**config.mk**
```make
export PLATFORM = sky130hd
export DESIGN_NAME = wb_arbiter_flat
export DESIGN_NICKNAME = d
export VERILOG_FILES = /design/src/rtl/wb_arbiter_if.sv /design/src/rtl/wb_arbiter.sv /design/src/flat_wrapper.sv
export SDC_FILE = /design/constraint.sdc
export NUM_CORES = 1
export LEC_CHECK = 0
export ABC_CLOCK_PERIOD_IN_PS = 3830
export BUFFER_PORTS_ARGS = -buffer_cell sky130_fd_sc_hd__buf_2
export CAP_MARGIN = 25
export CORE_MARGIN = 2
export CORE_UTILIZATION = 35
export CTS_BUF_LIST = sky130_fd_sc_hd__clkbuf_8
export DETAILED_ROUTE_END_ITERATION = 12
export PLACE_DENSITY_LB_ADDON = 0.15
export SLEW_MARGIN = 40
export SYNTH_ARGS = -nofsm -noshare
export SYNTH_HDL_FRONTEND = slang
export SYNTH_SLANG_ARGS = --single-unit
```
**constraint.sdc**
```tcl
create_clock -name clk -period 3.83 [get_ports clk]
set_clock_uncertainty 0.2 [all_clocks]
set_input_delay 0 -clock clk [delete_from_list [all_inputs] [get_ports clk]]
set_output_delay 0 -clock clk [all_outputs]
set_load 0.005 [all_outputs]
```
**src/rtl/wb_arbiter_if.sv**
```systemverilog
// Bundle of the write-back arbiter's bus signals: the ALU and LSU result
// offers, the register-file write port, the flush strobe and the pending mask.
interface wb_arbiter_if;
   logic        flush;

   logic        alu_valid;
   logic [4:0]  alu_rd;
   logic [31:0] alu_data;
   logic        alu_ready;

   logic        mem_valid;
   logic [4:0]  mem_rd;
   logic [31:0] mem_data;
   logic        mem_ready;

   logic        wb_valid;
   logic [4:0]  wb_rd;
   logic [31:0] wb_data;

   logic [31:0] pending_mask;

   // Arbiter side
   modport slave (
      input  flush,
      input  alu_valid, alu_rd, alu_data,
      input  mem_valid, mem_rd, mem_data,
      output alu_ready, mem_ready,
      output wb_valid, wb_rd, wb_data,
      output pending_mask
   );

   // Producer / consumer side
   modport master (
      output flush,
      output alu_valid, alu_rd, alu_data,
      output mem_valid, mem_rd, mem_data,
      input  alu_ready, mem_ready,
      input  wb_valid, wb_rd, wb_data,
      input  pending_mask
   );
endinterface

```
**src/rtl/wb_arbiter.sv**
```systemverilog
// Write-back arbiter: two per-source result FIFOs (ALU, LSU) feeding a single
// registered register-file write port. Heads are granted round-robin when both
// are valid; pending_mask reports every destination still in flight.
module wb_arbiter #(
   parameter int DEPTH = 2
) (
   input  logic       clk,
   input  logic       rst,
   wb_arbiter_if.slave bus
);

   localparam int NSRC = 2;
   localparam int PW   = (DEPTH > 1) ? $clog2(DEPTH) : 1;
   localparam int CW   = PW + 1;

   localparam logic [CW-1:0] CNT_FULL = CW'(DEPTH);
   localparam logic [CW-1:0] CNT_ONE  = CW'(1);
   localparam logic [PW-1:0] PTR_ONE  = PW'(1);

   // Source indices double as last_grant encodings
   localparam logic [0:0] SRC_ALU = 1'b0;
   localparam logic [0:0] SRC_MEM = 1'b1;

   // Source offers gathered into arrays indexed by SRC_ALU / SRC_MEM
   logic [NSRC-1:0] in_valid;
   logic [4:0]      in_rd   [NSRC];
   logic [31:0]     in_data [NSRC];

   // FIFO storage and control
   logic [4:0]      q_rd   [NSRC][DEPTH];
   logic [31:0]     q_data [NSRC][DEPTH];
   logic [PW-1:0]   wr_ptr [NSRC];
   logic [PW-1:0]   rd_ptr [NSRC];
   logic [CW-1:0]   cnt    [NSRC];

   logic [NSRC-1:0] ready;
   logic [NSRC-1:0] push;
   logic [NSRC-1:0] pop;
   logic [NSRC-1:0] head_vld;

   logic            gnt_alu;
   logic            gnt_mem;
   logic [0:0]      last_grant;

   // Write-back stage
   logic            wb_vld_p1;
   logic [4:0]      wb_rd_p1;
   logic [31:0]     wb_data_p1;

   logic [PW-1:0]   slot_ofs;
   logic [31:0]     mask;

   assign in_valid[SRC_ALU] = bus.alu_valid;
   assign in_rd[SRC_ALU]    = bus.alu_rd;
   assign in_data[SRC_ALU]  = bus.alu_data;
   assign in_valid[SRC_MEM] = bus.mem_valid;
   assign in_rd[SRC_MEM]    = bus.mem_rd;
   assign in_data[SRC_MEM]  = bus.mem_data;

   // Ready depends on the FIFO count alone, so a full FIFO refuses even when
   // its head is being popped on the same edge.
   always_comb begin
      for (int s = 0; s < NSRC; s++) begin
         ready[s]    = (cnt[s] < CNT_FULL);
         head_vld[s] = (cnt[s] != '0);
         // rd == 0 completes the handshake but is never stored; flush drops pushes
         push[s]     = in_valid[s] && ready[s] && (in_rd[s] != 5'd0) && !bus.flush;
      end
   end

   // Round-robin grant: a lone head wins outright, a tie goes to the source
   // that did not win last time.
   always_comb begin
      gnt_alu = 1'b0;
      gnt_mem = 1'b0;
      if (!bus.flush) begin
         if (head_vld[SRC_ALU] && head_vld[SRC_MEM]) begin
            if (last_grant == SRC_MEM) gnt_alu = 1'b1;
            else                       gnt_mem = 1'b1;
         end else begin
            gnt_alu = head_vld[SRC_ALU];
            gnt_mem = head_vld[SRC_MEM];
         end
      end
   end

   assign pop[SRC_ALU] = gnt_alu;
   assign pop[SRC_MEM] = gnt_mem;

   // FIFO payload storage; contents are only meaningful below the count
   always_ff @(posedge clk) begin
      for (int s = 0; s < NSRC; s++) begin
         if (push[s]) begin
            q_rd[s][wr_ptr[s]]   <= in_rd[s];
            q_data[s][wr_ptr[s]] <= in_data[s];
         end
      end
   end

   // FIFO pointers and counts; pointers wrap naturally since DEPTH is a power of two
   always_ff @(posedge clk or posedge rst) begin
      if (rst) begin
         for (int s = 0; s < NSRC; s++) begin
            wr_ptr[s] <= '0;
            rd_ptr[s] <= '0;
            cnt[s]    <= '0;
         end
      end else if (bus.flush) begin
         for (int s = 0; s < NSRC; s++) begin
            wr_ptr[s] <= '0;
            rd_ptr[s] <= '0;
            cnt[s]    <= '0;
         end
      end else begin
         for (int s = 0; s < NSRC; s++) begin
            if (push[s]) wr_ptr[s] <= wr_ptr[s] + PTR_ONE;
            if (pop[s])  rd_ptr[s] <= rd_ptr[s] + PTR_ONE;
            case ({push[s], pop[s]})
               2'b10:   cnt[s] <= cnt[s] + CNT_ONE;
               2'b01:   cnt[s] <= cnt[s] - CNT_ONE;
               default: cnt[s] <= cnt[s];
            endcase
         end
      end
   end

   // Fairness pointer: moves only when a grant happens, survives flush
   always_ff @(posedge clk or posedge rst) begin
      if (rst) begin
         last_grant <= SRC_MEM;
      end else if (gnt_alu) begin
         last_grant <= SRC_ALU;
      end else if (gnt_mem) begin
         last_grant <= SRC_MEM;
      end
   end

   // ---- stage p1: granted head registered as the register-file write ----
   always_ff @(posedge clk or posedge rst) begin
      if (rst) begin
         wb_vld_p1  <= 1'b0;
         wb_rd_p1   <= 5'd0;
         wb_data_p1 <= 32'd0;
      end else begin
         wb_vld_p1 <= gnt_alu || gnt_mem;
         if (gnt_alu) begin
            wb_rd_p1   <= q_rd[SRC_ALU][rd_ptr[SRC_ALU]];
            wb_data_p1 <= q_data[SRC_ALU][rd_ptr[SRC_ALU]];
         end else if (gnt_mem) begin
            wb_rd_p1   <= q_rd[SRC_MEM][rd_ptr[SRC_MEM]];
            wb_data_p1 <= q_data[SRC_MEM][rd_ptr[SRC_MEM]];
         end
      end
   end

   // Pending mask from registered state only: every live FIFO slot plus the
   // write-back stage. A slot is live when its distance from the read pointer
   // is below the count.
   always_comb begin
      mask     = 32'd0;
      slot_ofs = '0;
      for (int s = 0; s < NSRC; s++) begin
         for (int j = 0; j < DEPTH; j++) begin
            slot_ofs = PW'(j) - rd_ptr[s];
            if ({1'b0, slot_ofs} < cnt[s]) mask[q_rd[s][j]] = 1'b1;
         end
      end
      if (wb_vld_p1) mask[wb_rd_p1] = 1'b1;
      mask[0] = 1'b0;
   end

   assign bus.alu_ready    = ready[SRC_ALU];
   assign bus.mem_ready    = ready[SRC_MEM];
   assign bus.wb_valid     = wb_vld_p1;
   assign bus.wb_rd        = wb_rd_p1;
   assign bus.wb_data      = wb_data_p1;
   assign bus.pending_mask = mask;

endmodule

```
**src/flat_wrapper.sv**
```systemverilog
// flat-port wrapper written by rule: the top's interface ports become plain ports
module wb_arbiter_flat 
#(
   parameter int DEPTH = 2
)
  (clk, rst, bus_flush, bus_alu_valid, bus_alu_rd, bus_alu_data, bus_mem_valid, bus_mem_rd, bus_mem_data, bus_alu_ready, bus_mem_ready, bus_wb_valid, bus_wb_rd, bus_wb_data, bus_pending_mask);
  wb_arbiter_if bus_i ();
  input  logic clk;
  input  logic rst;
  input wire logic [$bits(bus_i.flush)-1:0] bus_flush;
  input wire logic [$bits(bus_i.alu_valid)-1:0] bus_alu_valid;
  input wire logic [$bits(bus_i.alu_rd)-1:0] bus_alu_rd;
  input wire logic [$bits(bus_i.alu_data)-1:0] bus_alu_data;
  input wire logic [$bits(bus_i.mem_valid)-1:0] bus_mem_valid;
  input wire logic [$bits(bus_i.mem_rd)-1:0] bus_mem_rd;
  input wire logic [$bits(bus_i.mem_data)-1:0] bus_mem_data;
  output wire logic [$bits(bus_i.alu_ready)-1:0] bus_alu_ready;
  output wire logic [$bits(bus_i.mem_ready)-1:0] bus_mem_ready;
  output wire logic [$bits(bus_i.wb_valid)-1:0] bus_wb_valid;
  output wire logic [$bits(bus_i.wb_rd)-1:0] bus_wb_rd;
  output wire logic [$bits(bus_i.wb_data)-1:0] bus_wb_data;
  output wire logic [$bits(bus_i.pending_mask)-1:0] bus_pending_mask;
  assign bus_i.flush = bus_flush;
  assign bus_i.alu_valid = bus_alu_valid;
  assign bus_i.alu_rd = bus_alu_rd;
  assign bus_i.alu_data = bus_alu_data;
  assign bus_i.mem_valid = bus_mem_valid;
  assign bus_i.mem_rd = bus_mem_rd;
  assign bus_i.mem_data = bus_mem_data;
  assign bus_alu_ready = bus_i.alu_ready;
  assign bus_mem_ready = bus_i.mem_ready;
  assign bus_wb_valid = bus_i.wb_valid;
  assign bus_wb_rd = bus_i.wb_rd;
  assign bus_wb_data = bus_i.wb_data;
  assign bus_pending_mask = bus_i.pending_mask;
  wb_arbiter #(.DEPTH(DEPTH)) u_core (.clk(clk), .rst(rst), .bus(bus_i));
endmodule
```
==> impl_metrics.py <==
metrics = {
    "run_status": {
        "status": "completed",
    },
    "detailed_routing": {
        "dr_total_vias": 6449,
        "drt-initial-drc-count": 454,
        "vias_per_cell": 5.365,
        "ant_nets": 0,
        "first_pass_iters": 6,
        "wl_um": 26410,
        "drc": 0,
        "wl_per_cell_um": 21.97,
    },
    "logic_synthesis": {
        "syn_area_mm2": 0.008937,
        "syn_avg_cell_area_um2": 13.86,
        "async_flop_share_pct": 24.10,
        "synth_edf_count": 148,
        "ys_ff_latch": 195,
        "synthFlopType": "edfxtp_1",
        "synthesis.nets": 724,
        "synth-seq-area-share_pct": 62.90,
        "synth_cells": 645,
        "yosysWarnings": 0,
        "ys_types": 63,
    },
    "worst_setup_path": {
        "worstSetupPathType": "flip-flop to output pin",
        "crit_arrival_ps": 2710,
        "cp-startpoint": "u_core.cnt[2]$_DFFE_PP0P_",
        "critPathSlowestCell": "o21ai_1",
        "cp_max_fo": 9,
        "startpoint_type": "flip-flop",
        "critical_path.cell_chain": "nor2b_4 -> o21ai_1 -> o221ai_1 -> a221o_1 -> buf_2",
        "slowest_delay_ps": 750,
        "cp.required_ps": 3630,
        "cp-end-kind": "output pin",
        "reg2reg_from": "u_core.cnt[1]$_DFFE_PP0P_",
    },
    "final_layout": {
        "final_cell_area_mm2": 0.01117,
        "area_growth_pct": 25.00,
        "fin_nets": 937,
        "final_cells": 1202,
        "drive_gt1_share_pct": 28.47,
        "fin_util_pct": 44.49,
    },
    "sta": {
        "finalHoldViolations": 0,
        "period_share_pct": 75.94,
        "hold_slack_ps": 55.70,
        "finalCriticalPeriod_ps": 2908,
        "setup-tns-final_ps": 0,
        "rsz0062_at_grt": "no",
        "drv_slew": 0,
        "clock.fmax_mhz": 343.8,
        "max_slew_margin_pct": 36.35,
        "worst_slew_pin_slew_ps": 948.4,
        "finalSetupViolations": 0,
    },
    "placed_design": {
        "postPlaceCellArea_mm2": 0.009978,
        "globalplace.congestion": 0.8783,
        "place_hpwl_um": 17990,
        "placed_cells": 1089,
        "io_buffers": 149,
    },
    "hold_path": {
        "hp-start": "bus_alu_data[27]",
        "hold_path_class": "input port to flip-flop",
    },
    "clock_network": {
        "path_clk_slew_ps": 100,
        "clk_latency_ps": 460,
        "htreeDepth": 4,
        "cts_setup_buffers": 0,
        "cts_buffers": 17,
        "cts_tree": "done",
        "clock-sinks": 195,
        "clockRootBuffer": "clkbuf_8",
        "clockBufferDepth": 2,
    },
    "floorplan": {
        "start_util_pct": 35.59,
        "rows": 58,
        "io_pins": 151,
        "die_w_um": 163.8,
        "core-area_mm2": 0.02511,
        "die_area_mm2": 0.02683,
        "die_h_um": 163.8,
    },
    "global_route": {
        "overflow": 0,
        "gr-usage-all-layers_pct": 19.77,
        "grt_pass1_wl_um": 39510,
        "grt_max_degree": 38,
        "antenna_found_initial": 1,
        "grt_pass1_vias": 6613,
    },
    "power_and_ir_drop": {
        "power.density_mw_per_mm2": 550.3,
        "power.leakage_uw": 0.004127,
        "peakVddDrop_mv": 0.3517,
    },
    "job": {
        "maxCapViolCount": 0,
    },
}
-- final timing paths --
path / end / slack, ps / depth (start not counted)
hold / removal: u_core.q_data[0][27]$_DFFE_PP_ / 60 / 2
min in group asynchronous: u_core.bus.wb_data[13]$_DFFE_PP0P_ / 490 / 4
hold reg to reg: u_core.last_grant$_DFFE_PP1P_ / 350 / 2
setup reg to reg: u_core.bus.wb_data[24]$_DFFE_PP0P_ / 1450 / 5
max in group asynchronous: u_core.last_grant$_DFFE_PP1P_ / 2110 / 5
setup / recovery: bus_pending_mask[9] / 920 / 5
-- report_power, final --
group          total (uW)  internal [uW]  switching [uW]
registers            2950           2610             345
logic                1940            863            1080
clock network        1260            479             780
total                6150           3950            2200
-- layout make-up --
class	count	area (um2)
fillers	2341	13940
flip-flops and latches	195	5624
multi-input cells	389	3052
repair buffers	238	1644
well taps	330	412.9
clock buffers	17	234.0
clock inverters	15	138.9
inverters	17	63.81
diodes	1	2.502
-- routing by layer --
| metal | global-route usage, % | wire length, um |
|---|---|---|
| met1 | 24.53 | 11140 |
| met2 | 34.66 | 13350 |
| met3 | 3.965 | 1488 |
| met4 | 6.260 | 442 |
| met5 | 0 | 0 |
-- worst max-delay path: cells and delay by family (launching register included) --
family          cells  cell delay (ps)
flops               1              540
simple gates        1              220
buf+inv             1              140
compound gates      3             1350
-- sequential cells by signal, indices dropped and copies added (netlist names) --
name                 flops
u_core.bus.wb_rd         5
u_core.q_rd             20
u_core.last_grant        1
u_core.wr_ptr            2
u_core.q_data          128
u_core.rd_ptr            2
u_core.bus.wb_valid      1
u_core.bus.wb_data      32
u_core.cnt               4
-- what timing repair did --
action | in CTS | in global routing
hold buffers | 79 | 0
gates resized for setup | 0 | 0
endpoints found under the hold margin | 207 | 0
-- kinds of logic after synthesis --
family,share of synthesized area [%]
AND/OR/NAND/NOR,10.44
buffers and inverters,3.584
flip-flops,62.90
other,0.04196
XOR/XNOR,0.5880
multiplexers,8.540
AO/OA/AOI/OAI,13.90
-- per-stage QoR --
step	setup slack, ps	power [uW]
after floorplan	905.7	4147
after global placement	1387	4829
after detailed placement	1337	4854
after CTS	930.4	6172
after global routing	885.4	6479
final	921.5	6148
-- cell usage in the layout, fill, tap and decap left out, types with 4 or more instances in the layout --
cell type      count
a211o_1            8
a221o_1            5
a221oi_1          19
a221oi_2          20
buf_2            149
buf_4              8
clkbuf_8          17
clkinvlp_4         4
dfrtp_1           44
dlygate4sd3_1     79
edfxtp_1         148
inv_1             16
inv_8              5
mux2i_1           74
nand2_1           12
nand3_1           11
nand3b_1          14
nor2_1            64
nor2b_1            9
nor3_1            14
nor3b_1            7
o211ai_1           8
o221ai_1           9
o22a_1             4
o22ai_1           26
or3_1              8
or3b_2             5
xor2_1             6
-- Yosys cell counts, drive strengths merged (2+ instances only) --
cell type | instances | share of area, %
a2111o | 2 | 0.25
a211o | 8 | 0.78
a211oi | 3 | 0.25
a21o | 2 | 0.25
a21oi | 6 | 0.63
a221o | 5 | 0.56
a221oi | 39 | 5.2
a22oi | 2 | 0.17
and2 | 2 | 0.14
and3 | 2 | 0.14
and3b | 2 | 0.20
buf | 28 | 2.2
clkbuf | 16 | 0.67
dfrtp | 46 | 13
edfxtp | 148 | 50
inv | 17 | 0.71
mux2 | 2 | 0.25
mux2i | 74 | 8.3
nand2 | 13 | 0.57
nand2b | 3 | 0.21
nand3 | 11 | 0.62
nand3b | 14 | 1.2
nor2 | 66 | 2.8
nor2b | 11 | 0.94
nor3 | 18 | 1.0
nor3b | 8 | 0.73
o211ai | 11 | 1.1
o21ai | 8 | 0.53
o221ai | 9 | 0.88
o22a | 4 | 0.39
o22ai | 27 | 2.0
o2bb2a | 2 | 0.22
or2 | 3 | 0.21
or3 | 8 | 0.56
or3b | 6 | 0.59
or4 | 3 | 0.25
xor2 | 6 | 0.59
Note: power is estimated with default switching activity, not from simulation.
